## src/rtl/axi_gran_ax_splitter_if.sv

```systemverilog
// Ax channel bundle (id/addr/len/size/burst plus valid/ready handshake)
// shared by the upstream and downstream sides of the granular burst splitter.
interface axi_gran_ax_splitter_if #(
    parameter int unsigned AddrWidth = 32'd64,
    parameter int unsigned IdWidth   = 32'd1
);
    logic [IdWidth-1:0]   id;
    logic [AddrWidth-1:0] addr;
    logic [7:0]           len;
    logic [2:0]           size;
    logic [1:0]           burst;
    logic                 valid;
    logic                 ready;

    modport master (output id, addr, len, size, burst, valid, input  ready);
    modport slave  (input  id, addr, len, size, burst, valid, output ready);
endinterface

```

## src/rtl/axi_gran_ax_splitter.sv

```systemverilog
// Ax-channel burst splitter: cuts each burst into fragments bounded by a runtime
// length limit and, for INCR, an optional 2^BoundaryLog2-byte address boundary.
module axi_gran_ax_splitter #(
    parameter int unsigned AddrWidth    = 32'd64,
    parameter int unsigned IdWidth      = 32'd1,
    parameter int unsigned BoundaryLog2 = 32'd12
) (
    input  logic                          clk_i,
    input  logic                          rst_ni,
    input  logic                          split_en_i,
    input  logic                          bound_en_i,
    input  logic [7:0]                    len_limit_i,
    axi_gran_ax_splitter_if.slave         ax_i,
    axi_gran_ax_splitter_if.master        ax_o,
    output logic                          ax_last_o,
    output logic [IdWidth-1:0]            alloc_id_o,
    output logic [7:0]                    alloc_len_o,
    output logic                          alloc_req_o,
    input  logic                          alloc_gnt_i,
    output logic                          busy_o
);
    localparam int unsigned FW = (BoundaryLog2 + 1 > 9) ? BoundaryLog2 + 1 : 9;
    localparam logic [1:0] BURST_INCR = 2'b01;
    localparam logic [1:0] BURST_WRAP = 2'b10;

    typedef struct packed {
        logic [IdWidth-1:0]   id;
        logic [AddrWidth-1:0] addr;
        logic [7:0]           len;
        logic [2:0]           size;
        logic [1:0]           burst;
    } chan_t;

    typedef enum logic {IDLE, BUSY} state_e;

    state_e               state_q, state_d;
    chan_t                ax_q, ax_d, in_ax, cur_ax, out_ax;
    logic [8:0]           beats_q, beats_d;
    logic [FW-1:0]        beats_left, limit_beats, bound_bytes, btb, frag;
    logic [7:0]           frag_len;
    logic [AddrWidth-1:0] aligned_addr, next_addr;
    logic                 single;

    always_comb begin
        in_ax.id    = ax_i.id;
        in_ax.addr  = ax_i.addr;
        in_ax.len   = ax_i.len;
        in_ax.size  = ax_i.size;
        in_ax.burst = ax_i.burst;
    end

    // Fragment sizing for whichever burst is current (incoming in Idle, latched in Busy)
    always_comb begin
        cur_ax       = (state_q == BUSY) ? ax_q : in_ax;
        beats_left   = (state_q == BUSY) ? FW'(beats_q) : FW'(in_ax.len) + FW'(1);
        limit_beats  = split_en_i ? FW'(len_limit_i) + FW'(1) : FW'(9'd256);
        aligned_addr = cur_ax.addr & ~((AddrWidth'(1) << cur_ax.size) - AddrWidth'(1));
        // Measured from the size-aligned beat address so an unaligned first beat counts as one beat
        bound_bytes  = (FW'(1) << BoundaryLog2) - FW'(aligned_addr[BoundaryLog2-1:0]);
        btb          = bound_bytes >> cur_ax.size;
        frag         = beats_left;
        if (limit_beats < frag) frag = limit_beats;
        if (split_en_i && bound_en_i && cur_ax.burst == BURST_INCR && btb < frag) frag = btb;
        frag_len     = 8'(frag - FW'(1));
        next_addr    = (cur_ax.burst == BURST_INCR)
                       ? aligned_addr + (AddrWidth'(frag) << cur_ax.size)
                       : cur_ax.addr;
        single       = !split_en_i || in_ax.burst == BURST_WRAP || frag == beats_left;
    end

    always_comb begin
        state_d     = state_q;
        ax_d        = ax_q;
        beats_d     = beats_q;
        out_ax      = '0;
        ax_o.valid  = 1'b0;
        ax_last_o   = 1'b0;
        ax_i.ready  = 1'b0;
        alloc_req_o = 1'b0;
        unique case (state_q)
            IDLE: begin
                if (ax_i.valid && alloc_gnt_i) begin
                    out_ax     = in_ax;
                    ax_o.valid = 1'b1;
                    if (single) begin
                        ax_last_o   = 1'b1;
                        ax_i.ready  = ax_o.ready;
                        alloc_req_o = ax_o.ready;
                    end else begin
                        out_ax.len  = frag_len;
                        ax_i.ready  = 1'b1;
                        alloc_req_o = 1'b1;
                        state_d     = BUSY;
                        ax_d        = in_ax;
                        // Without a downstream handshake the first fragment is re-presented from Busy
                        if (ax_o.ready) begin
                            beats_d   = 9'(beats_left - frag);
                            ax_d.addr = next_addr;
                        end else begin
                            beats_d   = 9'(beats_left);
                        end
                    end
                end
            end
            BUSY: begin
                out_ax     = ax_q;
                out_ax.len = frag_len;
                ax_o.valid = 1'b1;
                ax_last_o  = (frag == beats_left);
                if (ax_o.ready) begin
                    if (frag == beats_left) begin
                        state_d = IDLE;
                    end else begin
                        beats_d   = 9'(beats_left - frag);
                        ax_d.addr = next_addr;
                    end
                end
            end
            default: state_d = IDLE;
        endcase
    end

    always_ff @(posedge clk_i or negedge rst_ni) begin
        if (!rst_ni) begin
            state_q <= IDLE;
            ax_q    <= '0;
            beats_q <= '0;
        end else begin
            state_q <= state_d;
            ax_q    <= ax_d;
            beats_q <= beats_d;
        end
    end

    assign ax_o.id     = out_ax.id;
    assign ax_o.addr   = out_ax.addr;
    assign ax_o.len    = out_ax.len;
    assign ax_o.size   = out_ax.size;
    assign ax_o.burst  = out_ax.burst;
    assign alloc_id_o  = ax_i.id;
    assign alloc_len_o = ax_i.len;
    assign busy_o      = (state_q == BUSY);
endmodule

```

## src/flat_wrapper.sv

```systemverilog
// flat-port wrapper written by rule: the top's interface ports become plain ports
module axi_gran_ax_splitter_flat 
#(
    parameter int unsigned AddrWidth    = 32'd64,
    parameter int unsigned IdWidth      = 32'd1,
    parameter int unsigned BoundaryLog2 = 32'd12
)
  (clk_i, rst_ni, split_en_i, bound_en_i, len_limit_i, ax_last_o, alloc_id_o, alloc_len_o, alloc_req_o, alloc_gnt_i, busy_o, ax_i_id, ax_i_addr, ax_i_len, ax_i_size, ax_i_burst, ax_i_valid, ax_i_ready, ax_o_id, ax_o_addr, ax_o_len, ax_o_size, ax_o_burst, ax_o_valid, ax_o_ready);
  axi_gran_ax_splitter_if #(.AddrWidth(AddrWidth), .IdWidth(IdWidth)) ax_i_i ();
  axi_gran_ax_splitter_if #(.AddrWidth(AddrWidth), .IdWidth(IdWidth)) ax_o_i ();
  input  logic clk_i;
  input  logic rst_ni;
  input  logic split_en_i;
  input  logic bound_en_i;
  input  logic [7:0] len_limit_i;
  output logic ax_last_o;
  output logic [IdWidth-1:0] alloc_id_o;
  output logic [7:0] alloc_len_o;
  output logic alloc_req_o;
  input  logic alloc_gnt_i;
  output logic busy_o;
  input wire logic [$bits(ax_i_i.id)-1:0] ax_i_id;
  input wire logic [$bits(ax_i_i.addr)-1:0] ax_i_addr;
  input wire logic [$bits(ax_i_i.len)-1:0] ax_i_len;
  input wire logic [$bits(ax_i_i.size)-1:0] ax_i_size;
  input wire logic [$bits(ax_i_i.burst)-1:0] ax_i_burst;
  input wire logic [$bits(ax_i_i.valid)-1:0] ax_i_valid;
  output wire logic [$bits(ax_i_i.ready)-1:0] ax_i_ready;
  output wire logic [$bits(ax_o_i.id)-1:0] ax_o_id;
  output wire logic [$bits(ax_o_i.addr)-1:0] ax_o_addr;
  output wire logic [$bits(ax_o_i.len)-1:0] ax_o_len;
  output wire logic [$bits(ax_o_i.size)-1:0] ax_o_size;
  output wire logic [$bits(ax_o_i.burst)-1:0] ax_o_burst;
  output wire logic [$bits(ax_o_i.valid)-1:0] ax_o_valid;
  input wire logic [$bits(ax_o_i.ready)-1:0] ax_o_ready;
  assign ax_i_i.id = ax_i_id;
  assign ax_i_i.addr = ax_i_addr;
  assign ax_i_i.len = ax_i_len;
  assign ax_i_i.size = ax_i_size;
  assign ax_i_i.burst = ax_i_burst;
  assign ax_i_i.valid = ax_i_valid;
  assign ax_i_ready = ax_i_i.ready;
  assign ax_o_id = ax_o_i.id;
  assign ax_o_addr = ax_o_i.addr;
  assign ax_o_len = ax_o_i.len;
  assign ax_o_size = ax_o_i.size;
  assign ax_o_burst = ax_o_i.burst;
  assign ax_o_valid = ax_o_i.valid;
  assign ax_o_i.ready = ax_o_ready;
  axi_gran_ax_splitter #(.AddrWidth(AddrWidth), .IdWidth(IdWidth), .BoundaryLog2(BoundaryLog2)) u_core (.clk_i(clk_i), .rst_ni(rst_ni), .split_en_i(split_en_i), .bound_en_i(bound_en_i), .len_limit_i(len_limit_i), .ax_i(ax_i_i), .ax_o(ax_o_i), .ax_last_o(ax_last_o), .alloc_id_o(alloc_id_o), .alloc_len_o(alloc_len_o), .alloc_req_o(alloc_req_o), .alloc_gnt_i(alloc_gnt_i), .busy_o(busy_o));
endmodule
```

## config.mk

```make
export PLATFORM = sky130hd
export DESIGN_NAME = axi_gran_ax_splitter_flat
export DESIGN_NICKNAME = d
export VERILOG_FILES = /design/src/rtl/axi_gran_ax_splitter_if.sv /design/src/rtl/axi_gran_ax_splitter.sv /design/src/flat_wrapper.sv
export SDC_FILE = /design/constraint.sdc
export NUM_CORES = 1
export LEC_CHECK = 0
export ABC_CLOCK_PERIOD_IN_PS = 10300
export CAP_MARGIN = 5
export CORE_UTILIZATION = 51
export DETAILED_ROUTE_END_ITERATION = 8
export GPL_ROUTABILITY_DRIVEN = 1
export PLACE_DENSITY_LB_ADDON = 0.1
export SLEW_MARGIN = 20
export SYNTH_ARGS = -nofsm -noshare
export SYNTH_HDL_FRONTEND = slang
export SYNTH_SLANG_ARGS = --single-unit
export TNS_END_PERCENT = 50
```

## constraint.sdc

```tcl
create_clock -name clk_i -period 10.3 [get_ports clk_i]
set_input_delay 2.06 -clock clk_i [delete_from_list [all_inputs] [get_ports clk_i]]
set_output_delay 2.06 -clock clk_i [all_outputs]
set_load 0.03 [all_outputs]
```

==> summary.txt <==
Worst setup path
  • CP peak stage delay: 0.48 ns
  • CP max FO: 8
  • R2r worst-path depth: 41
  • Crit path to: ax_o_len[7]
  • Most frequent CP cell: buf_4
  • Crit path depth: 35
  • Reg-to-reg slack, setup: 1.60 ns
  • RR Endpoint: u_core.ax_q[60]$_DFFE_PN0P_
  • Crit path DAT: 8.08 ns
  • Slowest CP cell: clkdlybuf4s50_1
  • CP endpoint kind: output pin
  • Worst r2r src: u_core.busy_o$_DFF_PN0_
  • CP Launch Type: input port
  • Crit. Startpoint: ax_i_size[0]
  • Required @ worst endpoint: 8.24 ns
  • Top delay family on crit path: compound AO/OA/AOI/OAI gates
  • Crit Path Category: in2out
  • Bufs and invs on worst path: 8

Run
  • Max Cap Viol: 0

Clock tree
  • CTS tree: built
  • # H-tree levels: 3
  • Num CTS Buffers: 9
  • Clock Root Buffer: clkbuf_16
  • CTS clk-pin slew, worst paths: 0.06 ns
  • Clock sinks: 80
  • Clock Path Buffers: 2
  • Clk_lat worst skew: 0.36 ns

GRT
  • Number of global-route vias before repair: roughly 13000
  • Initial antenna violation count: 0
  • Total GRT Usage: between 30% and 40%
  • Gr ovfl total: 0
  • First-pass GRT wire length: 68600 µm
  • Largest net degree at the start of global routing: approximately 90

Layout
  • Post-Layout Cell Count: 2152
  • Area growth from synthesis to layout: 30.8%
  • # fillers: approximately 1900
  • Reg area: about 2000 µm²
  • Proportion of layout cells with a drive suffix above 1: 18.0%
  • Multi-input combinational cell area: between 9000 and 10000 µm²
  • Layout Nets: 2008
  • Util after Layout: between 60 and 70%
  • Diode count: 0

Synthesis
  • Synth top area share: 17.0%
  • Post-synthesis sequential area ratio: 17.0%
  • Largest cells by area after synthesis: dfrtp_1, nand2_1, ha_1
  • Cell with the most instances after synthesis: nand2_1
  • Cells after Synth: 1616
  • Top FF cell, synth: dfrtp_1
  • Yosys warning total: 0
  • EDFF count, synth: 0
  • Cell taking the most area after synthesis: dfrtp_1
  • Area of the mapped netlist: 11800 µm²
  • Share of flip-flops with an asynchronous set or reset: 100%
  • Syn Area/Cell: 7.30 µm²
  • Commonest cells in the netlist: nand2_1, nor2_1, a21oi_1, o21ai_0, dfrtp_1
  • #FFs+latches synth: 80
  • Synth cell types: 99

Routing
  • First-pass DRT Iterations: 6
  • Routed length per instance: 20.6 µm
  • Final wirelength: about 44000 µm
  • # DRC: 0
  • Via density: approximately 6.4
  • Via count: between 10000 and 15000
  • Initial drt markers: 1298
  • ANT nets after route: 0

STA
  • Fmax: 0.0986 GHz
  • Worst-Margin Slew: 1.06 ns
  • Period utilization: 98.5%
  • Slack of the critical path: around 0.16 ns
  • Final TNS setup: 0 ns
  • Max Slew Vio Count: 0
  • Final Hold Vio Count: 0
  • Final setup vio count: 0
  • Layout Skew: 0.0164 ns
  • Crit path time final: 10.14 ns
  • Worst relative slew slack: 29.1%

Floorplanning
  • Die W: 154 µm
  • Chip Height: 154 µm
  • Die area: around 24000 µm²
  • Initial Util: 52.1%
  • Number of cell rows: 55
  • Core area: 22600 µm²
  • # IOs: 185

Placement
  • HPWL after DPL: 32100 µm
  • Gp weighted congestion: around 0.96
  • I/O Buffers: 184
  • Placed Cells: 2124
  • Pre-CTS setup slack: -0.133 ns

Status
  • Outcome: complete, no violations

Hold path
  • Hold Path Class: reg2reg
## flip-flops by register name, summed over array words and instances, names as in the netlist
name            cells
u_core.busy_o       1
u_core.ax_q        70
u_core.beats_q      9
## per-stage QoR
stage	hold slack (ns)	instance area (µm²)
2_1_floorplan	0.439	11900
3_3_place_gp	0.462	14700
3_5_place_dp	0.467	14700
4_1_cts	0.482	15000
5_1_grt	0.504	15400
6_report	0.477	15400
## layout by cell type, fill, tap and decap left out, types with 9 or more instances in the layout
| master | count |
|---|---|
| nand2_1 | 202 |
| buf_4 | 166 |
| clkdlybuf4s50_1 | 164 |
| nor2_1 | 145 |
| a21oi_1 | 100 |
| o21ai_0 | 99 |
| dfrtp_1 | 79 |
| nand3_1 | 67 |
| inv_1 | 48 |
| a22o_1 | 47 |
| mux2i_1 | 46 |
| xnor2_1 | 43 |
| ha_1 | 43 |
| nor3_1 | 39 |
| xor2_1 | 37 |
| a21o_1 | 33 |
| nor2b_1 | 27 |
| o22a_1 | 26 |
| mux2_2 | 21 |
| a211oi_1 | 21 |
| a31oi_1 | 18 |
| nand2b_1 | 13 |
| and3_1 | 13 |
| o22ai_1 | 13 |
| a22oi_1 | 13 |
| o21ai_1 | 11 |
| nand4_1 | 11 |
| a221o_1 | 11 |
| and2_1 | 10 |
| o21a_1 | 10 |
| or3_1 | 10 |
| buf_6 | 10 |
| mux2i_4 | 9 |
| a32oi_1 | 9 |
| nor4_1 | 9 |
| clkbuf_16 | 9 |
## worst min-delay path by stage
stage / startpoint / to / slack [ns] / cells after the start
final: u_core.ax_q[77]$_DFFE_PN0P_ / u_core.ax_q[77]$_DFFE_PN0P_ / 0.48 / 2
after global routing: u_core.beats_q[4]$_DFFE_PN0P_ / u_core.beats_q[4]$_DFFE_PN0P_ / 0.50 / 2
after CTS: u_core.ax_q[77]$_DFFE_PN0P_ / u_core.ax_q[77]$_DFFE_PN0P_ / 0.48 / 2
after detailed placement: u_core.ax_q[77]$_DFFE_PN0P_ / u_core.ax_q[77]$_DFFE_PN0P_ / 0.47 / 2
after global placement: u_core.beats_q[0]$_DFFE_PN0P_ / u_core.beats_q[0]$_DFFE_PN0P_ / 0.46 / 2
after floorplan: u_core.beats_q[0]$_DFFE_PN0P_ / u_core.beats_q[0]$_DFFE_PN0P_ / 0.44 / 2
## worst reg2reg max path: cells and delay by family (launching register included)
| kind | cells | cell delay, ns |
|---|---|---|
| AOI/OAI and AO/OA | 17 | 3.26 |
| buffers and inverters | 10 | 1.64 |
| adders and majority gates | 3 | 0.67 |
| and+or+nand+nor | 7 | 1.09 |
| DFF | 1 | 0.85 |
| muxes | 4 | 1.07 |
## repair_timing
action	4_1_cts	5_1_grt
hold endpoints to repair	0	0
setup buffers	2	9
gates resized for setup	15	71
gates cloned	1	0
hold buffers	0	0
pin swaps	6	32
setup endpoints to repair	10	11
## area by class of cell
type | instances | area share [%]
Clock buffer | 9 | 1.46
Timing Repair Buffer | 350 | 20.3
Inverter | 57 | 1.39
Tap cell | 285 | 2.31
Sequential cell | 80 | 13.0
Multi-Input combinational cell | 1365 | 61.0
Clock inverter | 6 | 0.608
## per-layer routing
layer	wire [µm]	global-route usage (%)	part of all wire, %
met5	0	0	0
met3	3380	4.62	7.6
met2	20900	60.5	47
met1	18600	48.0	42
met4	1570	13.9	3.5
## logic make-up after synthesis
kind of cell             after synthesis  synth area share [%]
AO/OA/AOI/OAI                        524                  31.1
multiplexers                          83                  8.05
flip-flops                            80                  17.0
XOR/XNOR                              84                  6.35
buffers and inverters                175                  6.63
other                                  1                0.0318
AND/OR/NAND/NOR                      617                  25.2
adder cells (fa/ha/maj)               52                  5.64
Power is left out: the tool's default activity adds up to more than one toggle a clock period on the data nets, which glitch-free logic cannot reach.
